**config.mk**
```make
export PLATFORM = sky130hd
export DESIGN_NAME = cva6_ras_circ
export DESIGN_NICKNAME = d
export VERILOG_FILES = /design/src/rtl/cva6_ras_circ_pkg.sv /design/src/rtl/cva6_ras_circ.sv
export SDC_FILE = /design/constraint.sdc
export NUM_CORES = 1
export LEC_CHECK = 0
export BUFFER_PORTS_ARGS = -buffer_cell sky130_fd_sc_hd__clkbuf_2
export CAP_MARGIN = 30
export CORE_UTILIZATION = 49
export DETAILED_ROUTE_END_ITERATION = 16
export GPL_ROUTABILITY_DRIVEN = 0
export PLACE_DENSITY_LB_ADDON = 0.1
export SLEW_MARGIN = 10
export SYNTH_ARGS = -nofsm -noshare
export SYNTH_HDL_FRONTEND = slang
export SYNTH_SLANG_ARGS = --single-unit
```
**constraint.sdc**
```tcl
create_clock -name clk_i -period 1.86 [get_ports clk_i]
set_input_delay 0.372 -clock clk_i [delete_from_list [all_inputs] [get_ports clk_i]]
set_output_delay 0.372 -clock clk_i [all_outputs]
set_load 0.05 [all_outputs]
```
**src/rtl/cva6_ras_circ_pkg.sv**
```systemverilog
// Shared types for the circular return-address stack.
// Core configuration subset consumed by the RAS.
package cva6_ras_circ_pkg;

  typedef struct packed {
    int unsigned RASDepth;
    int unsigned VLEN;
  } cva6_cfg_t;

  localparam cva6_cfg_t cva6_cfg_empty = '{
    RASDepth: 32'd2,
    VLEN:     32'd64
  };

endpackage

```
**src/rtl/cva6_ras_circ.sv**
```systemverilog
// Circular return-address stack: push on call, pop on return.
// Optional perf counters under macro RAS_PERF_CNT_EN.
module cva6_ras_circ
  import cva6_ras_circ_pkg::*;
#(
  parameter cva6_cfg_t CVA6Cfg = cva6_cfg_empty,
  parameter int unsigned DEPTH = CVA6Cfg.RASDepth,
  parameter int unsigned VLEN  = CVA6Cfg.VLEN
) (
  input  logic            clk_i,
  input  logic            rst_ni,
  input  logic            flush_bp_i,
  input  logic            push_i,
  input  logic            pop_i,
  input  logic [VLEN-1:0] data_i,
  output logic [VLEN:0]   data_o,
`ifdef RAS_PERF_CNT_EN
  output logic [31:0]     ovf_cnt_o,
  output logic [31:0]     udf_cnt_o,
`endif
  output logic            overflow_o,
  output logic            underflow_o
);

  localparam int unsigned PW = (DEPTH > 1) ? $clog2(DEPTH) : 1;
  localparam int unsigned OW = $clog2(DEPTH + 1);
  localparam logic [PW-1:0] TP_MAX = PW'(DEPTH - 1);
  localparam logic [OW-1:0] OCC_FULL = OW'(DEPTH);

  typedef struct packed {
    logic            valid;
    logic [VLEN-1:0] ra;
  } ras_t;

  logic [VLEN-1:0] ra_q    [DEPTH];
  logic            valid_q [DEPTH];
  logic [PW-1:0]   tp_q;
  logic [OW-1:0]   occ_q;
  logic            ovf_q;
  logic            udf_q;
  logic [PW-1:0]   tp_inc;
  logic [PW-1:0]   tp_dec;
  ras_t            top;

  // explicit wrap compare keeps non-power-of-2 depths correct
  assign tp_inc = (tp_q == TP_MAX) ? '0 : tp_q + 1'b1;
  assign tp_dec = (tp_q == '0) ? TP_MAX : tp_q - 1'b1;

  always_comb begin
    top = '0;
    if (occ_q != '0) begin
      top.valid = valid_q[tp_q];
      top.ra    = ra_q[tp_q];
    end
  end

  assign data_o      = top;
  assign overflow_o  = ovf_q;
  assign underflow_o = udf_q;

  always_ff @(posedge clk_i or negedge rst_ni) begin
    if (!rst_ni) begin
      for (int i = 0; i < int'(DEPTH); i++) begin
        valid_q[i] <= 1'b0;
        ra_q[i]    <= '0;
      end
      tp_q  <= '0;
      occ_q <= '0;
      ovf_q <= 1'b0;
      udf_q <= 1'b0;
    end else begin
      ovf_q <= 1'b0;
      udf_q <= 1'b0;
      priority case (1'b1)
        flush_bp_i: begin
          for (int i = 0; i < int'(DEPTH); i++) begin
            valid_q[i] <= 1'b0;
          end
          tp_q  <= '0;
          occ_q <= '0;
        end
        (push_i && pop_i): begin
          valid_q[tp_q] <= 1'b1;
          ra_q[tp_q]    <= data_i;
          if (occ_q == '0) occ_q <= OW'(1);
        end
        push_i: begin
          tp_q            <= tp_inc;
          valid_q[tp_inc] <= 1'b1;
          ra_q[tp_inc]    <= data_i;
          if (occ_q == OCC_FULL) ovf_q <= 1'b1;
          else occ_q <= occ_q + OW'(1);
        end
        pop_i: begin
          if (occ_q != '0) begin
            valid_q[tp_q] <= 1'b0;
            tp_q          <= tp_dec;
            occ_q         <= occ_q - OW'(1);
          end else begin
            udf_q <= 1'b1;
          end
        end
        default: ;
      endcase
    end
  end

`ifdef RAS_PERF_CNT_EN
  if (1) begin : g_perf
    logic [31:0] ovf_cnt_q;
    logic [31:0] udf_cnt_q;

    // flush deliberately leaves these alone
    always_ff @(posedge clk_i or negedge rst_ni) begin
      if (!rst_ni) begin
        ovf_cnt_q <= '0;
        udf_cnt_q <= '0;
      end else begin
        if (ovf_q && (ovf_cnt_q != '1)) ovf_cnt_q <= ovf_cnt_q + 32'd1;
        if (udf_q && (udf_cnt_q != '1)) udf_cnt_q <= udf_cnt_q + 32'd1;
      end
    end

    assign ovf_cnt_o = ovf_cnt_q;
    assign udf_cnt_o = udf_cnt_q;
  end
`endif

endmodule
```
[After elaboration in Yosys (flattened, before gate mapping)]
Cells that the tools add are included.
Widths: inputs -> output; s select.
Storage, ports and cells
  output and inout bits: 67
  input bits: 69
  bits in registers: 135
Cells by class
  equal/unequal tests: 4
  reductions and logical operators: 14
  add/sub/neg operators: 4
  order comparisons: 4
  bitwise logic cells: 7
  multiplexer cells: 47
Operators by type and width (number)
  $mux 64: 5
  $bwmux 128: 2
  $mux 128: 2
  $demux 64 s1: 2
  $mux 65: 1
  $mux 2: 12
  $mux 1: 21
  $reduce_bool 4->1: 2
  $reduce_bool 3->1: 2
  $ge 2x2->1 const B: 2
  $lt 2x1->1 const B: 2
  $ne 4x4->1 const B: 1
  $not 1->2: 2
  $or 2x2->2: 2
  $reduce_and 2->1: 2
  $reduce_and 4->1: 1
  $reduce_bool 2->1: 2
  $logic_and 1x1->1: 3
  $ne 3x2->1 const B: 1
  $reduce_and 3->1: 1
  $add 2x1->2 const B: 1
  $and 2x2->2: 1
  $demux 1 s1: 2
  $eq 2x2->1 const B: 1
  7 further kinds: 7

[Depth between registers and ports, before layout]
  depth after elaboration: 12
  mapped depth: 6
  depth with buffers taken out: 3

[Least setup slack after synthesis]
No wires, ideal clock.
  kind: register to output
  from: register tp_q
  to: output data_o[55]
  cell stages (with the launch flop): 6
  data required time: 1488 ps
  path slack: -216 ps
  data arrival time: 1704 ps
  buffers on the path: 3
  cell sequence: dfrtp_1 -> buf_2 -> buf_2 -> buf_2 -> mux2i_1 -> nor2_1
Between the ends
  word-level cells in the longest chain between the ends: 5
RTL lines
  from (decl): RTL line cva6_ras_circ.sv:37  | logic [PW-1:0] tp_q;
  from (signal assigned): RTL line cva6_ras_circ.sv:88  | tp_q <= tp_inc;
  from (signal assigned): RTL line cva6_ras_circ.sv:97  | tp_q <= tp_dec;
  $not 1->2 (not written as such): RTL line cva6_ras_circ.sv:53  | top.ra = ra_q[tp_q];
  $mux 64 (not written as such) (3 in a row): RTL line cva6_ras_circ.sv:53
  $mux 65: RTL line cva6_ras_circ.sv:51  | if (occ_q != '0) begin
  to (decl): RTL line cva6_ras_circ.sv:16  | output logic [VLEN:0] data_o,
Every way passes these cells. The select of a mux whose other input is x is not followed.

[Worst setup path in the final report]
  from: register tp_q
  to: output data_o[60]
Same word-level chain as after synthesis.

==> metrics.csv <==
stage,metric,value,unit
status,status,finished with violations,
status,violations,setup timing,
critical_path,cpPeakStageDelay,540,ps
synth,synth.avg_cell_area,14.0,sq um
drt,dr.first_iter.drc_count,240,
timing,slew_violations,0,
synth,syn_area,0.00637,sq mm
drt,routed_wl,14800,um
clock_network,clkTransAtPathRegs,60,ps
timing,fin_crit,2100,ps
finish,final_common_cell,dfrtp_1,
critical_path,reg2reg_depth,5,
finish,final_cell_mix,"dfrtp_1 (132), mux2_2 (69), clkbuf_2 (69)",
drt,route.detailed.drc,0,
drt,vias,4182,
timing,finalHoldViolCount,0,
synth,yosysWarnings,0,
critical_path,path_class,flop to primary output,
finish,num-nets-final,680,
timing,finClkSkew,3.72,ps
critical_path,critPathMaxFanout,6,
critical_path,r2r_start,tp_q,
clock_network,cts_buffers,17,
clock_network,cts_num_sinks,135,
placed_design,numPortBuffers,135,
critical_path,reg2reg_to,ra_q[64],
power,p_leak,0.00414,uW
clock_network,cts_buffer_depth,2,
timing,timing.fmax,476,MHz
clock_network,clk-insertion-delay-late,410,ps
grt,grt_pass1_wl,21700,um
clock_network,cts_tree,yes,
critical_path,end_kind,primary output,
finish,multi_input_area,0.00290,sq mm
job,max_cap_viol_count,0,
power,p_per_area,1190,mW/mm^2
min_path,min_from,data_i[21],
power,vdd_drop_max,0.678,mV
synth,synth_seq_cells,135,
critical_path,start_kind,flop,
critical_path,arrival,1730,ps
drt,postRouteAntennaNets,0,
grt,antenna_found_initial,0,
critical_path,crit_slowest_cell,dfrtp_4,
grt,grt_max_degree,65,
synth,seq_area_frac_synth,53.1,%
grt,grt_overflow,0,
critical_path,path_cells,buf_6 -> buf_16 -> mux2i_4 -> nor2_4 -> buf_8,
timing,setup_violations,69,
timing,slew_headroom,74.8,%
die,rows,41,
power,total_power,10600,uW
synth,synth_nets,525,
drt,routedWlPerCell,18.6,um
finish,synthToLayoutAreaGrowth,38.9,%
die,core,0.0126,sq mm
timing,rsz0062_at_grt,true,
critical_path,cp.required,1490,ps
finish,drive_gt1_share,56.7,%
clock_network,root_buffer,clkbuf_16,
die,die_w,116,um
min_path,holdPathStages,2,
die,pin_count,136,
die,start_util,50.4,%
critical_path,timing.reg2reg.setup_slack,-20,ps
synth,syn-instance-count,456,
synth,synth_cell_types,23,
timing,fin_ws,-240,ps
min_path,hold_end,ra_q[85],
timing,setup_tns,-12630,ps
clock_network,htree_levels,4,
die,die-area,0.0135,sq mm
finish,ff_latch_area,0.00338,sq mm
grt,grt_pass1_vias,4271,
placed_design,dp_hpwl,8290,um
finish,diodes,0,
grt,track_usage,21.8,%
drt,drt-pass1-iter-count,4,
timing,worstMarginPinSlew,377,ps
min_path,hold_class,primary input to flop,
timing,post-route-period-util,113,%
drt,via_per_inst,5.25,
finish,nFillCells,931,
die,die_h,116,um
[Yosys cell counts]
| library cell | count | area (sq um) |
|---|---|---|
| o22ai_1 | 3 | 18.8 |
| buf_4 | 1 | 7.51 |
| nor3b_1 | 2 | 15.0 |
| nand2_1 | 2 | 7.51 |
| nor4b_1 | 1 | 8.76 |
| and2_1 | 1 | 6.26 |
| mux2_2 | 69 | 777 |
| o21ai_0 | 3 | 15.0 |
| nor2b_1 | 1 | 6.26 |
| a21oi_1 | 4 | 20.0 |
| nand2b_1 | 4 | 25.0 |
| buf_2 | 13 | 65.1 |
| buf_6 | 13 | 146 |
| inv_1 | 1 | 3.75 |
| clkbuf_1 | 4 | 15.0 |
| xnor2_1 | 1 | 8.76 |
| dfrtp_1 | 135 | 3380 |
| a211oi_1 | 3 | 22.5 |
| mux2i_1 | 65 | 651 |
| nand2_2 | 1 | 6.26 |
| mux2_4 | 60 | 901 |
| nor4_1 | 1 | 6.26 |
| nor2_1 | 68 | 255 |
[state kept, by name, indices dropped and copies added (netlist names)]
register and count:
valid_q 2, ra_q 128, underflow_o 1, overflow_o 1
occ_q 2, tp_q 1
[worst max path at each step]
stage	cells past startpoint	slack, ps	end	start
detailed placement	4	140	data_o[60]	tp_q
global route	5	-320	data_o[4]	tp_q
CTS	5	-280	data_o[60]	tp_q
finish	5	-240	data_o[60]	tp_q
floorplan	4	-70	data_o[24]	occ_q[0]
global placement	4	160	data_o[60]	tp_q
[routing by layer]
metal	part of all wire, %	GRT usage [%]
met5	0	0
met4	0.90	7.69
met3	6.1	8.21
met2	49	35.4
met1	44	26.6
[layout make-up]
cell class	count	share of cell area [%]
Clock buffer	20	5.16
Clock inverter	12	0.679
Inverter	1	0.0424
Multi-Input combinational cell	289	32.8
Sequential cell	135	38.3
Tap cell	172	2.43
Timing Repair Buffer	167	20.6
[critical path, delay by kind of cell, from the launching register on]
family                 cells  cell delay [ps]
DFF                        1              540
buffers and inverters      3              450
muxes                      1              190
and+or+nand+nor            1              120
[kinds of logic (layout without fill, tap and decap cells)]
| logic type | Yosys count | count (layout) | synth area share (%) |
|---|---|---|---|
| AO/OA/AOI/OAI | 13 | 13 | 1.20 |
| buffers and inverters | 32 | 200 | 3.73 |
| XOR/XNOR | 1 | 1 | 0.138 |
| multiplexers | 194 | 194 | 36.6 |
| flip-flops | 135 | 135 | 53.1 |
| AND/OR/NAND/NOR | 81 | 81 | 5.29 |
[timing repair]
action | in CTS | in global routing
hold buffers | 1 | 0
pin swaps | 0 | 7
resized for setup | 138 | 33
setup buffers | 2 | 7
gates cloned | 2 | 7
endpoints found under the setup margin | 65 | 129
endpoints found under the hold margin | 27 | 0
[power breakdown]
group / internal, uW / leakage (uW) / switching [uW]
clock network: 1740 / 0.000272 / 1210
logic: 1800 / 0.00226 / 1590
registers: 3730 / 0.00160 / 473
total: 7280 / 0.00414 / 3280
[through the flow]
step / utilization (%) / worst slack, ps / instance area (sq um) / instances / hold slack, ps
CTS: 67.4 / -279 / 8510 / 783 / 175
finish: 70.1 / -240 / 8840 / 796 / 201
global placement: 58.0 / 158 / 7320 / 746 / 263
floorplan: - / -66.4 / 6420 / 456 / 76.4
detailed placement: 58.0 / 139 / 7320 / 746 / 269
global route: 70.1 / -317 / 8840 / 796 / 186
Note: power is estimated with default switching activity, not from simulation.
